--- config.mk ---
export PLATFORM = sky130hd
export DESIGN_NAME = clk_div_prog_flat
export DESIGN_NICKNAME = d
export VERILOG_FILES = /design/src/rtl/clk_div_prog_if.sv /design/src/rtl/clk_div_prog.sv /design/src/flat_wrapper.sv
export SDC_FILE = /design/constraint.sdc
export NUM_CORES = 1
export LEC_CHECK = 0
export BUFFER_PORTS_ARGS = -buffer_cell sky130_fd_sc_hd__buf_4
export CAP_MARGIN = 15
export CORE_ASPECT_RATIO = 0.8
export CORE_MARGIN = 2
export CORE_UTILIZATION = 45
export CTS_BUF_LIST = sky130_fd_sc_hd__clkbuf_4 sky130_fd_sc_hd__clkbuf_8 sky130_fd_sc_hd__clkbuf_16
export DETAILED_ROUTE_END_ITERATION = 10
export GPL_TIMING_DRIVEN = 1
export PLACE_DENSITY = 0.68
export SLEW_MARGIN = 10
export SYNTH_ARGS = -nofsm -noshare
export SYNTH_HDL_FRONTEND = slang
export SYNTH_SLANG_ARGS = --single-unit
--- constraint.sdc ---
create_clock -name clk_in -period 2.1 [get_ports clk_in]
set_input_delay 0.42 -clock clk_in [delete_from_list [all_inputs] [get_ports clk_in]]
set_output_delay 0.42 -clock clk_in [all_outputs]
set_load 0.005 [all_outputs]
--- src/rtl/clk_div_prog_if.sv ---
// Control and status bundle for the programmable clock divider.
// load is a one-cycle strobe with no back-pressure: every sampled load is accepted.
interface clk_div_prog_if #(
    parameter int W = 8
);
    logic         en;
    logic         load;
    logic [W-1:0] div_val;
    logic         clk_out;
    logic         tick;
    logic         busy;
    logic [W-1:0] cur_div;
    logic         state_dbg;

    modport master (
        output en, load, div_val,
        input  clk_out, tick, busy, cur_div, state_dbg
    );

    modport slave (
        input  en, load, div_val,
        output clk_out, tick, busy, cur_div, state_dbg
    );
endinterface

--- src/rtl/clk_div_prog.sv ---
// Programmable clock divider with 50% duty for even and odd divisors.
// Divisor changes are staged in a pending register and applied only at period boundaries.
module clk_div_prog #(
    parameter int W       = 8,
    parameter int DEF_DIV = 7
) (
    input  logic             clk_in,
    input  logic             rst_n,
    clk_div_prog_if.slave    bus
);
    typedef enum logic {IDLE = 1'b0, RUN = 1'b1} state_t;

    localparam logic [W-1:0] DEF = W'(DEF_DIV);
    localparam logic [W-1:0] TWO = W'(2);
    localparam logic [W-1:0] ONE = W'(1);

    state_t       state_q, state_d;
    logic [W-1:0] cnt_q, cnt_d;
    logic [W-1:0] n_act_q, n_act_d;
    logic [W-1:0] pend_q, pend_d;
    logic         pend_v_q, pend_v_d;
    logic         clk_p_q, clk_p_d;
    logic         tick_q, tick_d;
    logic         clk_n_q;

    logic [W-1:0] div_clamped;
    logic [W-1:0] cnt_inc;
    logic [W-1:0] half_n;
    logic         period_end;

    assign div_clamped = (bus.div_val < TWO) ? TWO : bus.div_val;
    assign cnt_inc     = cnt_q + ONE;
    assign half_n      = n_act_q >> 1;
    assign period_end  = (cnt_q == (n_act_q - ONE));

    always_ff @(posedge clk_in or negedge rst_n) begin
        if (!rst_n) begin
            state_q  <= IDLE;
            cnt_q    <= '0;
            n_act_q  <= DEF;
            pend_q   <= DEF;
            pend_v_q <= 1'b0;
            clk_p_q  <= 1'b0;
            tick_q   <= 1'b0;
        end else begin
            state_q  <= state_d;
            cnt_q    <= cnt_d;
            n_act_q  <= n_act_d;
            pend_q   <= pend_d;
            pend_v_q <= pend_v_d;
            clk_p_q  <= clk_p_d;
            tick_q   <= tick_d;
        end
    end

    // Half-cycle delayed copy of clk_p; stretches the high phase by half a cycle for odd N.
    always_ff @(negedge clk_in or negedge rst_n) begin
        if (!rst_n) clk_n_q <= 1'b0;
        else        clk_n_q <= clk_p_q;
    end

    always_comb begin
        state_d  = state_q;
        cnt_d    = cnt_q;
        n_act_d  = n_act_q;
        pend_d   = pend_q;
        pend_v_d = pend_v_q;
        clk_p_d  = clk_p_q;
        tick_d   = 1'b0;

        case (state_q)
            IDLE: begin
                cnt_d   = '0;
                clk_p_d = 1'b0;
                if (bus.en) begin
                    state_d = RUN;
                    clk_p_d = 1'b1;
                    tick_d  = 1'b1;
                    if (pend_v_q) begin
                        n_act_d  = pend_q;
                        pend_v_d = 1'b0;
                    end
                end
            end
            RUN: begin
                if (!period_end) begin
                    cnt_d   = cnt_inc;
                    clk_p_d = (cnt_inc < half_n);
                end else if (bus.en) begin
                    cnt_d   = '0;
                    clk_p_d = 1'b1;
                    tick_d  = 1'b1;
                    if (pend_v_q) begin
                        n_act_d  = pend_q;
                        pend_v_d = 1'b0;
                    end
                end else begin
                    state_d = IDLE;
                    cnt_d   = '0;
                    clk_p_d = 1'b0;
                end
            end
            default: state_d = IDLE;
        endcase

        // A load on a boundary edge lands after the swap above, so it waits for the next boundary.
        if (bus.load) begin
            pend_d   = div_clamped;
            pend_v_d = 1'b1;
        end
    end

    always_comb begin
        bus.clk_out   = clk_p_q | (clk_n_q & n_act_q[0]);
        bus.tick      = tick_q;
        bus.busy      = (state_q == RUN);
        bus.cur_div   = n_act_q;
        bus.state_dbg = logic'(state_q);
    end
endmodule

--- src/flat_wrapper.sv ---
// flat-port wrapper written by rule: the top's interface ports become plain ports
module clk_div_prog_flat 
#(
    parameter int W       = 8,
    parameter int DEF_DIV = 7
)
  (clk_in, rst_n, bus_en, bus_load, bus_div_val, bus_clk_out, bus_tick, bus_busy, bus_cur_div, bus_state_dbg);
  clk_div_prog_if #(.W(W)) bus_i ();
  input  logic clk_in;
  input  logic rst_n;
  input wire logic [$bits(bus_i.en)-1:0] bus_en;
  input wire logic [$bits(bus_i.load)-1:0] bus_load;
  input wire logic [$bits(bus_i.div_val)-1:0] bus_div_val;
  output wire logic [$bits(bus_i.clk_out)-1:0] bus_clk_out;
  output wire logic [$bits(bus_i.tick)-1:0] bus_tick;
  output wire logic [$bits(bus_i.busy)-1:0] bus_busy;
  output wire logic [$bits(bus_i.cur_div)-1:0] bus_cur_div;
  output wire logic [$bits(bus_i.state_dbg)-1:0] bus_state_dbg;
  assign bus_i.en = bus_en;
  assign bus_i.load = bus_load;
  assign bus_i.div_val = bus_div_val;
  assign bus_clk_out = bus_i.clk_out;
  assign bus_tick = bus_i.tick;
  assign bus_busy = bus_i.busy;
  assign bus_cur_div = bus_i.cur_div;
  assign bus_state_dbg = bus_i.state_dbg;
  clk_div_prog #(.W(W), .DEF_DIV(DEF_DIV)) u_core (.clk_in(clk_in), .rst_n(rst_n), .bus(bus_i));
endmodule
==> impl_metrics.ini <==
[pwr]
total_power_mw = 1.10
power.density_nw_per_um2 = 491
power.internal_mw = 0.841
ir_drop_mv = 0.337
leakage_nw = 1.02
clkPwrFrac_pct = 41.7
swShare_pct = 23.6
seqPwrFrac_pct = 52.7
power.switching_mw = 0.259
pwr-share-comb_pct = 5.5

[run]
cap_viol_max_count = 0

[synthesis]
synth_edf_count = 0
synth.avg_cell_area_um2 = 10.1
yosys_most_used_dff = dfrtp_1
seq_area_frac_synth_pct = 43.9
synth_warnings = 0
ys_ff_latch = 29
async_flop_share_pct = 100
syn_area_um2 = 1670
synth_nets = 185
synthCells = 165
synth_cell_type_count = 43

[placement]
portBuffers = 23
dp_slack_ps = -81.5
gp_congestion = 0.862
place_area_um2 = 2000
detailed_place_hpwl_mm = 2.96

[critical_path]
crit_buf_inv = 1
cp_data_required_time_ps = 1680
start_kind = flop
slowest_stage = dfrtn_1
r2r-end = u_core.bus.cur_div[6]
cpPeakStageDelay_ps = 320
crit_family = flip-flops
endpoint_kind = primary output
path_class = reg2out
worstPathMaxFanout = 1
arrival_ps = 1930
r2r_cells = 9
reg2reg_slack_ps = 50
r2r-start = u_core.cnt_q[2]
crit_path_cell_trace = a21o_1 > buf_6

[floorplan]
rows = 19
dieArea_um2 = 4220
die_y_um = 58.5
die_x_um = 72.1
start_util_pct = 47.8
core_um2 = 3490
boundaryPins = 24

[global_route]
antenna_found_initial = 0
grt_overflow = 0
grt_pass1_wl_mm = 6.86
grt_start_max_net_pins = 29
grt_usage_pct = 21.7
grt_pass1_vias = 1393

[drt]
firstDrtPassIters = 4
dr.first_iter.drc_count = 100
viasPerCell = 5.55
drc = 0
wl_mm = 4.12
wl_per_cell_um = 16.3
via_count = 1403
drtAntennaViolNets = 0

[finish]
diodes = 0
final_nets = 230
drive_above_1_share_pct = 43.1
final_area_um2 = 2240
syn_to_final_growth_pct = 34.2

[clock_network]
cts_tree = yes
cts_sinks = 29
holdBufCountCts = 0
htreeDepth = 2
clk_pin_slew_ps = 70
numCtsBuffers = 5
cts_root_buffer = clkbuf_8
clockBufferDepth = 2
insertion_delay_ps = 290

[sta]
setup_viol_count_final = 1
finClkSkew_ps = 8.59
grt_setup_unrepaired = true
drv_slew = 0
relSlewSlack_pct = 68.6
hold_violations = 0
fin_ws_ps = -253
fin_hold_ws_ps = 147
finalSetupTns_ps = -253
worstMarginPinSlew_ps = 470

[hold_path]
hold_class = in2async

[run_status]
status = complete, but fails checks
violations = negative setup slack
-- final cells by class --
type                       count  area (um2)
clock buffer                   6        76.3
clock inverter                 2        10.0
fill                         272        1250
inverter                      17        63.8
multi-input combinational    113         967
sequential                    29         736
tap                           42        52.6
timing repair buffer          44         334
-- Yosys cell counts (all sizes together), types with 3 or more instances --
cell | number | share of area (%)
a21oi | 5 | 1.5
buf | 4 | 2.1
and2 | 9 | 3.9
nand2 | 17 | 3.8
nor3 | 3 | 0.90
o21ai | 9 | 2.7
nor2 | 4 | 0.90
nand3 | 6 | 1.8
o32ai | 8 | 4.2
dfrtp | 22 | 33
inv | 17 | 3.8
dfstp | 6 | 9.4
xor2 | 8 | 4.2
and3 | 4 | 1.6
xnor2 | 7 | 3.7
nor4 | 3 | 2.9
ha | 8 | 6.0
-- through the flow --
step / util, % / std cells
after detailed placement: 57.3 / 243
after global placement: 57.3 / 243
final: 64.1 / 253
after CTS: 60.0 / 251
after global routing: 64.1 / 253
after floorplan: - / 165
-- cells by family (layout without fill, tap and decap cells) --
kind of cell	after synthesis	after routing	synth area share, %
adders and majority gates	8	8	6.00
DFF	29	29	43.9
AOI/OAI and AO/OA	38	38	17.2
buffers and inverters	23	69	6.37
xor gates and xnor gates	15	15	7.87
and+or+nand+nor	51	51	17.9
muxes	1	1	0.675
-- cells in the final DEF (no fill, tap or decap), types with 2 or more instances in the layout --
cell type,instances
o2111ai_1,2
nand3_1,5
o22ai_1,2
xnor2_1,3
o32ai_2,5
xor2_1,7
nor4_4,2
o21ai_0,9
dfrtp_1,20
xnor2_2,4
a21oi_1,4
nand2_1,17
buf_4,43
dfstp_2,6
dfrtp_2,2
o32ai_1,3
nor3_1,3
a21o_1,2
and2_2,7
and2_1,2
inv_1,17
and3_1,2
clkbuf_8,5
ha_2,2
ha_1,5
clkinv_2,2
nor2_1,4
-- sequential cells by signal (all words and copies together) (netlist names) --
signal              cells
u_core.bus.busy         1
u_core.pend_v_q         1
u_core.pend_q           8
u_core.bus.cur_div      8
u_core.clk_p_q          1
u_core.clk_n_q          1
u_core.cnt_q            8
u_core.bus.tick         1
-- power by group through the flow --
stage | Combinational, mW | Sequential [mW] | Clock, mW
6_report | 0.0608 | 0.580 | 0.459
5_1_grt | 0.0710 | 0.581 | 0.495
4_1_cts | 0.0594 | 0.580 | 0.468
3_5_place_dp | 0.0592 | 0.590 | 0
3_3_place_gp | 0.0561 | 0.590 | 0
2_1_floorplan | 0.0209 | 0.589 | 0
-- worst max path at each step --
| stage | startpoint | to | slack [ps] | depth (start not counted) |
|---|---|---|---|---|
| finish | u_core.clk_n_q | bus_clk_out | -250 | 2 |
| CTS | u_core.clk_n_q | bus_clk_out | -260 | 2 |
| floorplan | u_core.bus.cur_div[0] | u_core.clk_p_q | 20 | 8 |
| detailed placement | u_core.cnt_q[0] | u_core.clk_p_q | -80 | 9 |
| global route | u_core.clk_n_q | bus_clk_out | -280 | 2 |
| global placement | u_core.cnt_q[0] | u_core.clk_p_q | 9 | 9 |
-- routing by layer --
layer	routed length [um]	vias to the layer above	part of all wire (%)	GRT usage, %
li1	-	673	-	-
met1	1950	682	47	29.5
met2	1880	41	46	33.8
met3	218	7	5.3	5.65
met4	64	0	1.6	7.28
met5	0	-	0	0
-- what timing repair did --
action,in CTS,in global routing
pin swaps,1,9
buffers inserted,0,2
resized for setup,3,19
setup endpoints to repair,2,9
(Power assumes the default switching activity.)
